### src/rtl/serial_packet_transmit_pkg.sv
// Shared constants and types for the 88-byte work-packet serial protocol.
// Used by both the transmit and the receive side.
package serial_packet_transmit_pkg;

    localparam int unsigned PACKET_BYTES      = 88;
    localparam int unsigned PACKET_W          = PACKET_BYTES * 8;
    localparam int unsigned DATA_W            = 608;
    localparam int unsigned FIELD_W           = 32;
    localparam int unsigned DATA_MSB          = 703;
    localparam int unsigned NONCE_MSB         = 95;
    localparam int unsigned TARGET0_MSB       = 63;
    localparam int unsigned TARGET1_MSB       = 31;
    localparam int unsigned BYTE_CNT_W        = 7;
    localparam int unsigned DEF_GUARD_CYCLES  = 2;
    localparam int unsigned DEF_GAP_CYCLES    = 16;
    localparam int unsigned UART_CLKS_PER_BIT = 4;

    typedef enum logic [2:0] {
        ST_IDLE,
        ST_LOAD,
        ST_GUARD,
        ST_READY,
        ST_GAP
    } tx_state_e;

    // Field order matches the on-wire byte order: data first, target1 last.
    typedef struct packed {
        logic [DATA_W-1:0]  data;
        logic [FIELD_W-1:0] nonce;
        logic [FIELD_W-1:0] target0;
        logic [FIELD_W-1:0] target1;
    } work_packet_t;

endpackage

### src/rtl/uart_transmitter.sv
// 8N1 UART transmitter, LSB-first bits. No reset: every counter runs down
// to idle on its own, so a byte in flight always completes.
module uart_transmitter
    import serial_packet_transmit_pkg::*;
#(
    parameter int unsigned CLKS_PER_BIT = UART_CLKS_PER_BIT
) (
    input  logic       clk,
    input  logic       rx_new_byte,
    input  logic [7:0] rx_byte,
    output logic       uart_tx,
    output logic       tx_ready
);

    localparam int unsigned BAUD_W = $clog2(CLKS_PER_BIT + 1);

    logic [9:0]        shifter, shifter_nxt;
    logic [3:0]        bits_left, bits_left_nxt;
    logic [BAUD_W-1:0] baud_cnt, baud_cnt_nxt;
    logic              line_low;

    // Frame is {stop, byte, start}; shifted out from bit 0.
    always_comb begin
        shifter_nxt   = shifter;
        bits_left_nxt = bits_left;
        baud_cnt_nxt  = baud_cnt;
        if (bits_left == 4'd0) begin
            if (rx_new_byte) begin
                shifter_nxt   = {1'b1, rx_byte, 1'b0};
                bits_left_nxt = 4'd10;
                baud_cnt_nxt  = '0;
            end
        end else if (baud_cnt == BAUD_W'(CLKS_PER_BIT - 1)) begin
            baud_cnt_nxt  = '0;
            shifter_nxt   = {1'b1, shifter[9:1]};
            bits_left_nxt = bits_left - 4'd1;
        end else begin
            baud_cnt_nxt = baud_cnt + BAUD_W'(1);
        end
    end

    always_ff @(posedge clk) begin
        shifter   <= shifter_nxt;
        bits_left <= bits_left_nxt;
        baud_cnt  <= baud_cnt_nxt;
        line_low  <= (bits_left_nxt != 4'd0) && !shifter_nxt[0];
        tx_ready  <= (bits_left_nxt == 4'd0);
    end

    // Stored inverted so a zeroed register idles the line high.
    assign uart_tx = ~line_low;

endmodule

### src/rtl/serial_packet_transmit.sv
// Captures a 704-bit work packet on send and serializes it byte by byte,
// byte 0 = data[607:600] first, through uart_transmitter.
module serial_packet_transmit
    import serial_packet_transmit_pkg::*;
#(
    parameter int unsigned GUARD_CYCLES = DEF_GUARD_CYCLES,
    parameter int unsigned GAP_CYCLES   = DEF_GAP_CYCLES
) (
    input  logic               clk,
    input  logic               reset,
    input  logic               send,
    input  logic [DATA_W-1:0]  data,
    input  logic [FIELD_W-1:0] nonce,
    input  logic [FIELD_W-1:0] target0,
    input  logic [FIELD_W-1:0] target1,
    output logic               TxD,
    output logic               busy,
    output logic               done
);

    localparam int unsigned WAIT_W = $clog2(GAP_CYCLES + GUARD_CYCLES + 1);

    tx_state_e               state;
    logic [PACKET_W-1:0]     capture;
    logic [BYTE_CNT_W-1:0]   byte_cnt;
    logic [WAIT_W-1:0]       wait_cnt;
    logic                    start;
    logic [7:0]              out_byte;
    logic                    tx_ready;
    work_packet_t            fields;

    assign fields = '{data: data, nonce: nonce, target0: target0, target1: target1};

    always_ff @(posedge clk) begin
        if (reset) begin
            state    <= ST_IDLE;
            busy     <= 1'b0;
            done     <= 1'b0;
            start    <= 1'b0;
            byte_cnt <= '0;
            wait_cnt <= '0;
        end else begin
            start <= 1'b0;
            done  <= 1'b0;
            case (state)
                ST_IDLE: begin
                    // A send coinciding with the done pulse is not taken.
                    if (send && !done) begin
                        capture  <= fields;
                        byte_cnt <= '0;
                        busy     <= 1'b1;
                        state    <= ST_LOAD;
                    end
                end
                ST_LOAD: begin
                    if (tx_ready) begin
                        out_byte <= capture[DATA_MSB -: 8];
                        start    <= 1'b1;
                        capture  <= {capture[PACKET_W-9:0], 8'h00};
                        byte_cnt <= byte_cnt + BYTE_CNT_W'(1);
                        wait_cnt <= '0;
                        state    <= ST_GUARD;
                    end
                end
                ST_GUARD: begin
                    // Gives the UART time to drop tx_ready after the start pulse.
                    if (wait_cnt == WAIT_W'(GUARD_CYCLES - 1)) begin
                        wait_cnt <= '0;
                        state    <= ST_READY;
                    end else begin
                        wait_cnt <= wait_cnt + WAIT_W'(1);
                    end
                end
                ST_READY: begin
                    if (tx_ready) begin
                        wait_cnt <= '0;
                        state    <= (byte_cnt == BYTE_CNT_W'(PACKET_BYTES)) ? ST_GAP : ST_LOAD;
                    end
                end
                ST_GAP: begin
                    if (wait_cnt == WAIT_W'(GAP_CYCLES - 1)) begin
                        wait_cnt <= '0;
                        done     <= 1'b1;
                        busy     <= 1'b0;
                        state    <= ST_IDLE;
                    end else begin
                        wait_cnt <= wait_cnt + WAIT_W'(1);
                    end
                end
                default: state <= ST_IDLE;
            endcase
        end
    end

    uart_transmitter #(
        .CLKS_PER_BIT(UART_CLKS_PER_BIT)
    ) utx (
        .clk        (clk),
        .rx_new_byte(start),
        .rx_byte    (out_byte),
        .uart_tx    (TxD),
        .tx_ready   (tx_ready)
    );

endmodule

### config.mk
export PLATFORM = sky130hd
export DESIGN_NAME = serial_packet_transmit
export DESIGN_NICKNAME = d
export VERILOG_FILES = /design/src/rtl/serial_packet_transmit_pkg.sv /design/src/rtl/uart_transmitter.sv /design/src/rtl/serial_packet_transmit.sv
export SDC_FILE = /design/constraint.sdc
export NUM_CORES = 1
export LEC_CHECK = 0
export ABC_AREA = 1
export ABC_CLOCK_PERIOD_IN_PS = 34200
export BUFFER_PORTS_ARGS = -buffer_cell sky130_fd_sc_hd__buf_2
export CAP_MARGIN = 20
export CORE_MARGIN = 8
export CORE_UTILIZATION = 40
export CTS_CLUSTER_DIAMETER = 80
export DETAILED_ROUTE_END_ITERATION = 12
export GPL_ROUTABILITY_DRIVEN = 0
export HOLD_SLACK_MARGIN = 0.12
export PLACE_DENSITY_LB_ADDON = 0.1
export SLEW_MARGIN = 10
export SYNTH_ARGS = -nofsm -noshare
export SYNTH_HDL_FRONTEND = slang
export SYNTH_HIERARCHICAL = 1
export SYNTH_SLANG_ARGS = --single-unit
### constraint.sdc
create_clock -name clk -period 34.2 [get_ports clk]
set_clock_uncertainty 0.05 [all_clocks]
set_input_delay 3.42 -clock clk [delete_from_list [all_inputs] [get_ports clk]]
set_output_delay 3.42 -clock clk [all_outputs]
set_load 0.05 [all_outputs]
# Yosys cells after proc, flatten, opt, wreduce, memory -nomap -nowiden
# Index checks and enable logic that the tools add are counted.
[op_classes]
add_sub_neg = 4
n_eq_ne = 15
muxes = 31
bitwise = 4
n_reduce_logical = 22
[ops]
columns = ["op", "n"]
rows = [
  ["two-way mux 704 bit", 2],
  ["case mux 704 bit (2 select lines)", 1],
  ["two-way mux 10 bit", 3],
  ["two-way mux 3 bit", 9],
  ["two-way mux 5 bit", 3],
  ["case mux 3 bit (5 select lines)", 1],
  ["case mux 5 bit (3 select lines)", 1],
  ["two-way mux 7 bit", 2],
  ["case mux 7 bit (2 select lines)", 1],
  ["two-way mux 4 bit", 3],
  ["== test 3 x 2 -> 1 bit, second input constant", 3],
  ["AND reduction 3 bit", 3],
  ["logical NOT 4 bit", 2],
  ["inequality test 2 bit, second input constant", 4],
  ["adder 7 x 1 -> 7 bit, second input constant", 1],
  ["== test 7 bit, second input constant", 1],
  ["inequality test 2 x 1 -> 1 bit, second input constant", 3],
  ["nonzero test 2 bit", 3],
  ["OR reduction 2 bit", 3],
  ["adder 5 x 1 -> 5 bit, second input constant", 1],
  ["== test 5 x 1 -> 1 bit, second input constant", 1],
  ["== test 5 x 4 -> 1 bit, second input constant", 1],
  ["AND reduction 5 bit", 1],
  ["two-way mux 1 bit", 4],
  ["other kinds (13)", 19],
]
[totals]
register_bits = 749
in_bits = 707
elab_cells = 90

# Longest topological paths before layout
[logic_depth]
ltp_word = 5
ltp_mapped = 11
ltp_nobuf = 11

# Modules after synthesis
# The synthesis kept the hierarchy.
[modules_own_cells]
columns = ["mod", "instances", "cells_per_inst", "area_per_inst_um2"]
rows = [
  ["serial_packet_transmit", 1, 3149, 31126.1],
  ["uart_transmitter", 1, 89, 898.4],
]

# Worst setup path before layout
# No wires, ideal clock.
[synth_timing]
kind = "input to register"
startpoint = "input port send"
endpoint = "register capture[0] (enable)"
setup_ns = 1.788
t_arrival_ns = 32.921
t_required_ns = 32.362
slack_ns = -0.560
path_stages = 4
path_buffers = 0
path_cell_list = "nand4_1 -> nand2_2 -> inv_1 -> nor2_1"
[synth_between]
elab_chain_len = 3
[synth_rtl]
columns = ["item", "line_no", "text"]
rows = [
  ["start: declaration", "serial_packet_transmit.sv:11", "input logic send,"],
  ["logical AND 1 bit", "serial_packet_transmit.sv:48", "if (send && !done) begin"],
  ["inequality test 2 bit (no line)", "n/a", ""],
  ["AND reduction 4 bit (no line)", "n/a", ""],
  ["end signal: assignment", "serial_packet_transmit.sv:49", "capture <= fields;"],
  ["end signal: assignment", "serial_packet_transmit.sv:59", "capture <= {capture[PACKET_W-9:0], 8'h00};"],
  ["end: declaration", "serial_packet_transmit.sv:24", "logic [PACKET_W-1:0] capture;"],
]
# Every way passes these cells.
# A chain may end at the register's enable or synchronous reset.

# Worst setup path in the final report
[layout_timing]
startpoint = "input port send"
endpoint = "register capture[678] (enable)"
# Same word-level chain as after synthesis.

==> key figures <==
Status
  • Result of the run: finished, final reports clean

Power
  • Logic pwr share: between 20 and 30%
  • Sequential cell fraction of total power: between 40% and 50%
  • Cell area power density: 80.5 nW/µm²
  • Total power of the final layout: roughly 3100 µW
  • Internal portion of total power: 2070 µW
  • Lkg Pwr: around 0.018 µW
  • Net load switching power: ~1100 µW
  • Switching share of total power: roughly a third
  • Largest vdd supply drop: 0.0000540 V
  • Clock group share of total power: around 27%

Worst hold path
  • Worst min-delay path startpoint: capture[702]
  • Min-Delay Path Class: reg2reg
  • Worst hold path stage count: 0
  • Endpoint of the worst hold-timing path: out_byte[6]

Setup path
  • Critical path endpoint category: flip-flop
  • Highest net fanout along the worst path: around 170
  • Reg2reg start: state[0]
  • R2r worst-path depth: 7
  • Slowest cell on the critical path: buf_4
  • Worst setup SP type: input pin
  • Setup slack, reg-to-reg: between 20 and 30 ns
  • Crit-path cells: buf_2 > nand4_1 > nand2_2 > inv_1 > nor2_4 > buf_4 > buf_4 > buf_12
  • Capture point of the worst reg-to-reg path: capture[219]
  • Most repeated library cell on the critical path: buf_4
  • Delay of the slowest cell on the worst path: 0.66 ns
  • Required arrival time at the worst endpoint: 34.37 ns
  • Arrival time at the worst endpoint: ~6.2 ns
  • Setup Crit Path Kind: in2reg

STA
  • Highest clock frequency the design can meet: 0.165 GHz
  • Number of hold violations in the final report: 0
  • Share of the cycle needed by the critical path after routing: between 10% and 20%
  • Relative slew slack: about 13%
  • PnR worst setup slack: ~28 ns
  • Final Slew Violations: 0
  • Tmin final: 6.06 ns
  • Unrepaired setup endpoints after global routing: false
  • Setup-violating endpoint count in the final report: 0
  • Tightest Pin Transition: around 1.3 ns
  • Setup tns final: 0 ns

Cells and area
  • Total Nets Final: ~4600
  • Leading cell type in the layout, fill and taps excluded: nand2_1
  • Ratio of cells with drive above 1 in the final layout: a little over a fifth
  • Area overhead of the layout relative to synthesis: 21.6%
  • Post-route standard cell area excluding fillers: between 30000 and 40000 µm²
  • Final instance count without filler cells: roughly 5000
  • Most frequent cells in the layout: nand2_1, edfxtp_1, buf_2

Die
  • Initial core utilization: between 40% and 50%
  • Die Outline Area: approximately 90000 µm²
  • Die width: roughly 300 µm
  • Area of the placeable core: ~80000 µm²
  • Number of primary I/O pins: just over 700
  • Die height: around 300 µm
  • Count of standard-cell rows: approximately 100

Route
  • Routed WL per cell: 18.3 µm
  • DR pass1 iterations: 5
  • Total wirelength of the detailed-routed design: ~90000 µm
  • # DRC: 0
  • Initial DRC Count: approximately 2200
  • Vias per cell: between 4 and 5
  • Vias after detailed routing: ~23000
  • Remaining number of nets flagged by the antenna check after routing: 0

Placed design
  • Post-Place Cell Area: about 36000 µm²
  • Final HPWL from detailed placement: 64100 µm
  • Count of port buffers added during placement: approximately 710
  • Setup Slack @ Placement: approximately 28 ns
  • Count of placed standard cells including taps: slightly below 5000

Clock tree
  • Total number of clock tree sinks: ~750
  • Clock slew seen by the registers of the worst setup and hold paths: 0.06 ns
  • Buffer levels on the longest clock path: 3
  • Deepest level of the CTS H-tree: 3
  • # hold bufs at CTS: 0
  • Post-CTS setup-driven buffer insertion count: 0
  • Clock root buffer: clkbuf_16
  • Clock tree from TritonCTS: yes
  • Post_cts resized: 0
  • Clock network latency to the later pin of the worst-skew pair: 0.63 ns
  • Number of buffers added by the clock tree synthesis step: 82

GRT
  • Number of global-route vias before repair: approximately 24000
  • Number of antenna violations at the first check in global routing: 18
  • Gr ovfl total: 0
  • Wire length of the first global-routing pass: 137000 µm
  • Maximum number of pins on one net before global-route repair: approximately 220
  • Combined global-route utilization of all metal layers: between 10% and 20%

Synthesis
  • Combinational family with the most area after synthesis: simple AND/OR/NAND/NOR gates
  • Post-synthesis adder-cell area fraction: 0.352%
  • Number of warnings printed during yosys synthesis: 6
  • Summed instance area of the synthesized netlist: ~32000 µm²
  • Mux share of post-synthesis cell area: 0%
  • Count of mapped cells out of synthesis: 3238
  • Number of different library cells in the post-synthesis netlist: 28
  • Simple-gate share of the synthesized area: a little over a quarter
  • Share of the synthesized area in compound gates (AO/OA/AOI/OAI): less than 1%
  • Syn_nets: between 3000 and 4000
  • Number of register bits inferred by synthesis: between 700 and 800
  • Mean instance size in the synthesized netlist: between 9 and 10 µm²
  • Fraction of the yosys area taken by sequential cells: 69.5%
  • Xor/xnor cell area share of the yosys netlist: less than 1%

Run
  • Total of max-cap violations: 0
[critical path, delay by kind of cell]
kind,cells,cell delay (ns)
simple gates,3,0.48
buf+inv,5,2.07
[layer usage]
metal | vias up | global-route usage, % | wire length (µm)
met5 | - | 0 | 59
met4 | 10 | 6.54 | 2740
met3 | 151 | 4.74 | 6340
met2 | 709 | 33.0 | 45100
met1 | 10800 | 25.1 | 37900
li1 | 11700 | - | -
[power by group through the flow]
| stage | clock network, µW | registers [µW] | logic (µW) |
|---|---|---|---|
| 6_report | 859 | 1380 | 894 |
| 5_1_grt | 911 | 1400 | 1030 |
| 4_1_cts | 880 | 1380 | 917 |
| 3_5_place_dp | 0 | 1400 | 913 |
| 2_1_floorplan | 0 | 1500 | 653 |
| 3_3_place_gp | 0 | 1400 | 904 |
[flip-flops by register name, indices dropped and copies added, names as in the netlist]
| register | cells |
|---|---|
| capture | 704 |
| utx/shifter | 10 |
| out_byte | 8 |
| byte_cnt | 7 |
| wait_cnt | 5 |
| utx/bits_left | 4 |
| state | 3 |
| utx/baud_cnt | 3 |
| busy | 1 |
| done | 1 |
| start | 1 |
| utx/line_low | 1 |
| utx/tx_ready | 1 |
[how the worst max path moves through the flow]
stage                         endpoint  slack [ns]  startpoint
final                     capture[678]       28.14        send
after global routing      capture[699]       27.91        send
after CTS                 capture[575]       28.19        send
after detailed placement  capture[588]       27.53        send
after global placement    capture[575]       27.08        send
after floorplan             capture[0]       11.42        send
[synth_stat cells, drive strengths merged]
master,number,share of area [%]
nand3,15,0.25
dfxtp,25,1.6
o211ai,1,0.023
nand2,2169,25
nor2,49,0.67
buf,120,1.9
clkbuf,38,0.45
xor2,1,0.027
nor3b,2,0.047
nand3b,1,0.023
edfxtp,724,68
ha,9,0.35
a32o,8,0.25
a21oi,13,0.21
nand4,7,0.14
inv,52,0.62
o21ai,4,0.086
[per-stage QoR]
| step | utilization (%) | hold WS, ns |
|---|---|---|
| 2_1_floorplan | - | 0.350 |
| 3_3_place_gp | 45.9 | 0.354 |
| 3_5_place_dp | 46.0 | 0.356 |
| 4_1_cts | 49.2 | 0.370 |
| 5_1_grt | 49.2 | 0.390 |
| 6_report | 49.2 | 0.374 |
[cells by family (layout without fill, tap and decap cells)]
group | after synthesis | after routing
buffers and inverters | 210 | 929
flip-flops | 749 | 749
other | 0 | 12
AO/OA/AOI/OAI | 26 | 26
adder cells (fa/ha/maj) | 9 | 9
XOR/XNOR | 1 | 1
AND/OR/NAND/NOR | 2243 | 2243
[final cells by class]
type | count | area [µm²]
inverters | 52 | 205
well taps | 1050 | 1310
clock buffers | 109 | 2200
clock inverters | 41 | 360
multi-input cells | 2279 | 8850
fillers | 7673 | 40200
diodes | 12 | 30.0
repair buffers | 727 | 3750
flip-flops and latches | 749 | 22200
No activity file was read; power rests on OpenSTA's default activity.
